<file path="config.mk">
export PLATFORM = sky130hd
export DESIGN_NAME = pipe_skid_reg
export DESIGN_NICKNAME = d
export VERILOG_FILES = /design/src/rtl/pipe_skid_reg.sv
export SDC_FILE = /design/constraint.sdc
export NUM_CORES = 1
export LEC_CHECK = 0
export CAP_MARGIN = 20
export CORE_MARGIN = 4
export CORE_UTILIZATION = 50
export DETAILED_ROUTE_END_ITERATION = 8
export GPL_ROUTABILITY_DRIVEN = 0
export PLACE_DENSITY = 0.79
export SLEW_MARGIN = 20
export SYNTH_ARGS = -nofsm -noshare
export SYNTH_HDL_FRONTEND = slang
export SYNTH_SLANG_ARGS = --single-unit
</file>
<file path="constraint.sdc">
create_clock -name clk -period 2.3 [get_ports clk]
set_input_delay 0.46 -clock clk [delete_from_list [all_inputs] [get_ports clk]]
set_output_delay 0.46 -clock clk [all_outputs]
set_load 0.005 [all_outputs]
</file>
<file path="src/rtl/pipe_skid_reg.sv">
// Two-entry pipeline register (main + skid) with registered in_ready.
// Handshake: a transfer happens only at a rising edge where valid=1 and ready=1 on the same side.
module pipe_skid_reg #(
    parameter int WIDTH = 32
) (
    input  logic             clk,
    input  logic             clr,
    input  logic             in_valid,
    input  logic [WIDTH-1:0] in_data,
    output logic             in_ready,
    input  logic             flush,
    output logic             out_valid,
    output logic [WIDTH-1:0] out_data,
    input  logic             out_ready,
    output logic [1:0]       count
);

    typedef enum logic [1:0] {
        EMPTY = 2'd0,
        ONE   = 2'd1,
        FULL  = 2'd2
    } state_t;

    state_t           state;
    state_t           state_nxt;
    logic [WIDTH-1:0] main_q;
    logic [WIDTH-1:0] skid_q;
    logic             accept;
    logic             pop;

    assign accept   = in_valid && in_ready;
    assign pop      = out_valid && out_ready;
    assign out_data = main_q;
    assign count    = state;

    always_comb begin
        state_nxt = state;
        case (state)
            EMPTY:   if (accept) state_nxt = ONE;
            ONE: begin
                if (accept && !pop)      state_nxt = FULL;
                else if (pop && !accept) state_nxt = EMPTY;
            end
            FULL:    if (pop) state_nxt = ONE;
            default: state_nxt = EMPTY;
        endcase
    end

    // in_ready and out_valid are registered from the next state so both are
    // glitch-free flop outputs yet still track count in the same cycle.
    always_ff @(posedge clk or negedge clr) begin
        if (!clr) begin
            state     <= EMPTY;
            main_q    <= '0;
            skid_q    <= '0;
            in_ready  <= 1'b0;
            out_valid <= 1'b0;
        end else if (flush) begin
            state     <= EMPTY;
            main_q    <= '0;
            skid_q    <= '0;
            in_ready  <= 1'b1;
            out_valid <= 1'b0;
        end else begin
            state     <= state_nxt;
            in_ready  <= (state_nxt != FULL);
            out_valid <= (state_nxt != EMPTY);
            case (state)
                EMPTY: if (accept) main_q <= in_data;
                ONE: begin
                    if (accept && pop)  main_q <= in_data;
                    else if (accept)    skid_q <= in_data;
                end
                FULL:  if (pop) main_q <= skid_q;
                default: ;
            endcase
        end
    end

endmodule

</file>
# After elaboration in Yosys (flattened, before gate mapping)
# Index checks and enable logic that the tools add are counted.
[word_totals]
register_bits = 68
in_bits = 37
out_inout_bits = 36
word_cells = 42
[classes]
n_eq_ne = 7
mux = 16
n_reduce_logical = 14
[ops]
columns = ["op", "count"]
rows = [
  ["$mux W32", 7],
  ["$pmux W32 S3", 1],
  ["$mux W2", 5],
  ["$ne A3 B3 Y1 const B", 3],
  ["$pmux W2 S3", 1],
  ["$reduce_bool A2 Y1", 3],
  ["$logic_and A1 B1 Y1", 5],
  ["$ne A2 B2 Y1 const B", 2],
  ["$reduce_and A4 Y1", 1],
  ["$reduce_bool A4 Y1", 1],
  ["$reduce_and A3 Y1", 1],
  ["$eq A2 B1 Y1 const B", 1],
  ["$eq A2 B2 Y1 const B", 1],
  ["$logic_not A1 Y1", 2],
  ["$logic_not A2 Y1", 1],
  ["$mux W1", 2],
]

# Longest topological paths before layout
# Gate-level depths: netlist of the first run.
[logic_depth]
ltp_word = 8
ltp_mapped = 8
ltp_nobuf = 6

# Worst setup path before layout of the first run
# No wires, ideal clock.
[synth_timing]
path_kind = "register -> register"
start = "register state[0], in the netlist count[0]"
end = "register main_q[0], in the netlist out_data[0]"
setup_ns = 0.150
arrival_ns = 1.518
required_time_ns = 2.150
setup_slack_ns = 0.632
stages_incl_launch_ff = 9
n_path_buf = 3
period_less_slack_ns = 1.668
path_cell_list = "dfrtp_1 > inv_1 > ha_1 > buf_2 > a22oi_4 > and2_1 > buf_4 > buf_8 > a211oi_2"
[synth_between]
elab_chain_cells = 3
word_cells_on_any_way = 10
cone_classes = "eq/ne: 5; mux: 2; reduce/logical: 3"
[synth_lines]
columns = ["element", "line_no", "text"]
rows = [
  ["start, declared", "24", "state_t state;"],
  ["start signal, assigned", "65", "state <= state_nxt;"],
  ["$eq A2 B1 Y1 (tied with other cells)", "68", "case (state)"],
  ["$ne A3 B3 Y1 (no line) (tied with other cells)", "-", ""],
  ["$reduce_and A4 Y1 (no line) or $mux W32 (tied branches)", "-", ""],
  ["end signal, assigned", "69", "EMPTY: if (accept) main_q <= in_data;"],
  ["end signal, assigned", "71", "if (accept && pop) main_q <= in_data;"],
  ["end signal, assigned", "74", "FULL: if (pop) main_q <= skid_q;"],
  ["end, declared", "26", "logic [WIDTH-1:0] main_q;"],
]
# Several ways; a longest one is shown, not always the timed one.
# A chain may end at the register's enable or synchronous reset.

# Worst setup path after layout of the first run
[layout_timing]
start = "register state[0], in the netlist count[0]"
end = "register out_valid"
[layout_between]
elab_chain_cells = 5
word_cells_on_any_way = 10
cone_classes = "eq/ne: 2; mux: 6; reduce/logical: 2"
[layout_lines]
columns = ["element", "line_no", "text"]
rows = [
  ["$mux W2", "42", "else if (pop && !accept) state_nxt = EMPTY;"],
  ["$mux W2", "41", "if (accept && !pop) state_nxt = FULL;"],
  ["$pmux W2 S3 (*)", "38", "case (state)"],
  ["$reduce_bool A2 Y1 (*)", "67", "out_valid <= (state_nxt != EMPTY);"],
  ["$mux W1 (*)", "58", "end else if (flush) begin"],
  ["end signal, assigned", "67", ""],
  ["end, declared", "12", "output logic out_valid,"],
]
# Every way passes the cells marked *; elsewhere a longest branch is shown, timed or not.

==> run metrics, run 1 <==
status finished, final reports clean; DIE WIDTH 89.9 um; Reg2Reg Setup Slack 0.32 ns; share of the synthesized area in the top cell type 50.8%; fin area 4380 um2; post-synthesis average cell area 10.6 um2; core area 6420 um2; crit path kind reg2reg; placed cell count 452; Final nets 427; DRC viols 0; initial antenna violation count 0; initial DRC count 108; Clk pin slew, worst setup/hold paths 0.08 ns; worst skew pair latency 0.35 ns; Syn Nets 358; via count 2659; layout cells sized above 1 17.0%; Comb pwr share 34.1%; Port-buffer cells 72; cells on worst reg2reg path 6; WL/cell 17.6 um; Post-CTS Resized 0; Psw 1.19 mW; Mapped Area 3350 um2; minimum clock period after layout 1.98 ns; placed inst area 4190 um2; RSZ-0062 raised after global routing false; initial core utilization 52.2%; Syn Inst Count 317; Worst slew margin 52.3%; hold crit path type in2async; FF+latch count, synth 68; GRT Overall Usage 20.6%; root buf cell clkbuf_8; total power 3.72 mW; Cell variety after synth 27; max frequency 0.506 GHz; Layout area overhead 30.7%; Vias per Instance 5.71; Arr. time, crit path 2.25 ns; hold buffers post-CTS 0; Required @ worst endpoint 2.57 ns; Fill cells 490; setup repair bufs after CTS 0; Setup TNS Final 0 ns; leakage 1.71 nW; gr ovfl total 0; peak supply drop 374 uV; Setup Viol. Count Final 0; Seq pwr share 39.8%; first-pass GRT wire length 13.6 mm; overall die area 8070 um2; TritonCTS clock tree yes; Die Y 89.9 um; Worst setup EP type flop; IO Count 73; largest net degree at the start of global routing 35; CP max FO 33; period utilization 85.9%; num rows 29; Routed Antenna Nets 0; CTS sink count 68; top cells by area, synth dfrtp_1, a211oi_2, a21oi_1, mux2i_1, nand2_1; crit path launch type flop; Seq/Total Area, Yosys 50.8%; slew of the pin with the lowest slew margin 0.716 ns; final WL 8.21 mm; Max clock buf depth 2; Pre-Repair DR Iteration Count 4; Yosys Warn Count 0; PwrDens 849 nW/um2; number of global-route vias before repair 2790; antenna fix cells 0; Internal 2.53 mW; Post-Layout Cell Count 466; htree depth 3; MaxCap Viol Count 0; Post-DP HPWL 5.35 mm; final hold vios 0; post-synthesis cell type with the largest combined area dfrtp_1; Switching Share 32.0%; Clk pwr share 26.0%; total CTS buffers 9; clock skew 0.00985 ns; Max Slew Vio Count 0
synth_stat cells (all sizes together):
library cell / instances
a211oi: 32
a21oi: 65
a22oi: 1
a31oi: 1
and2: 2
buf: 18
clkbuf: 9
dfrtp: 68
ha: 4
inv: 2
maj3: 1
mux2i: 32
nand2: 68
nand3: 3
nand4: 2
nor2: 3
nor3b: 1
o21ai: 1
o21bai: 1
o32ai: 1
or2: 1
xnor2: 1
final timing paths:
path,end,startpoint
min in group clk,count[0],flush
hold reg to reg,skid_q[10],skid_q[10]
setup / recovery,out_valid,count[0]
max in group asynchronous,count[0],clr
setup reg to reg,out_valid,count[0]
hold / removal,out_data[26],clr
layer usage:
layer	GRT usage (%)	vias up	part of all wire [%]
met5	0	-	0
met4	7.14	0	1.7
met3	4.51	11	4.5
met2	35.0	69	49
met1	26.1	1333	45
li1	-	1246	-
per-stage QoR:
step | worst slack (ns) | hold WS (ns) | util (%)
2_1_floorplan | 0.632 | 0.164 | -
3_3_place_gp | 0.259 | 0.509 | 65.3
3_5_place_dp | 0.206 | 0.515 | 65.3
4_1_cts | 0.311 | 0.172 | 68.2
5_1_grt | 0.170 | 0.213 | 68.2
6_report | 0.324 | 0.155 | 68.2
kinds of logic after synthesis:
group,Yosys count,synth area share [%]
adders and majority gates,5,1.79
muxes,32,9.56
and+or+nand+nor,80,9.78
AOI/OAI and AO/OA,102,22.9
DFF,68,50.8
buffers and inverters,29,4.89
xor gates and xnor gates,1,0.261
placed cells by master, fill, tap and decap left out:
cell and n:
a21oi_4 1, nand2_2 1, clkinvlp_4 1, clkdlybuf4s50_1 70
bufinv_16 1, inv_1 2, ha_2 1, nor3b_4 1
clkinv_2 1, o32ai_1 1, nand2_1 67, buf_4 7
nand4_1 2, o21ai_0 1, o21bai_1 1, nor2_1 3
a21oi_1 64, and2_2 1, nand3_1 3, a22oi_4 1
a211oi_2 30, dfrtp_1 68, or2_2 1, maj3_1 1
buf_2 2, mux2i_1 32, a31oi_1 1, clkinv_4 1
clkbuf_8 10, buf_12 6, a211oi_1 2, ha_1 3
and2_1 1, xnor2_1 1
sequential cells by signal, summed over array words and instances, names as in the netlist:
name	flops
out_valid	1
out_data	32
in_ready	1
count	2
skid_q	32
cell type report:
type                            instances  area, um2  area share, %
Tap cell                               77       96.3           2.20
Multi-Input combinational cell        220       1500           34.3
Clock buffer                           10        138           3.14
Inverter                                2       7.51          0.171
Sequential cell                        68       1700           38.8
Timing Repair Buffer                   85        883           20.2
Clock inverter                          4       51.3           1.17
power groups by stage:
| stage | sequential (mW) | clock [mW] | combinational (mW) |
|---|---|---|---|
| 3_3_place_gp | 1.50 | 0 | 1.24 |
| 2_1_floorplan | 1.49 | 0 | 0.711 |
| 6_report | 1.48 | 0.967 | 1.27 |
| 3_5_place_dp | 1.50 | 0 | 1.28 |
| 4_1_cts | 1.48 | 0.979 | 1.28 |
| 5_1_grt | 1.50 | 1.03 | 1.37 |
critical path, stage by stage, from the launching register on:
cell	delay [ns]
dfrtp_1	0.44
inv_1	0.11
ha_2	0.45
a22oi_4	0.15
buf_12	0.20
o32ai_1	0.38
o21bai_1	0.17
Power figures use the tool's default switching activity.
==> inputs of run 2 (changes only) <==
- SKIP_CTS_REPAIR_TIMING: not set -> 1
==> results of run 2 <==
Final layout, timing and power as in run 1 (identical DEF).
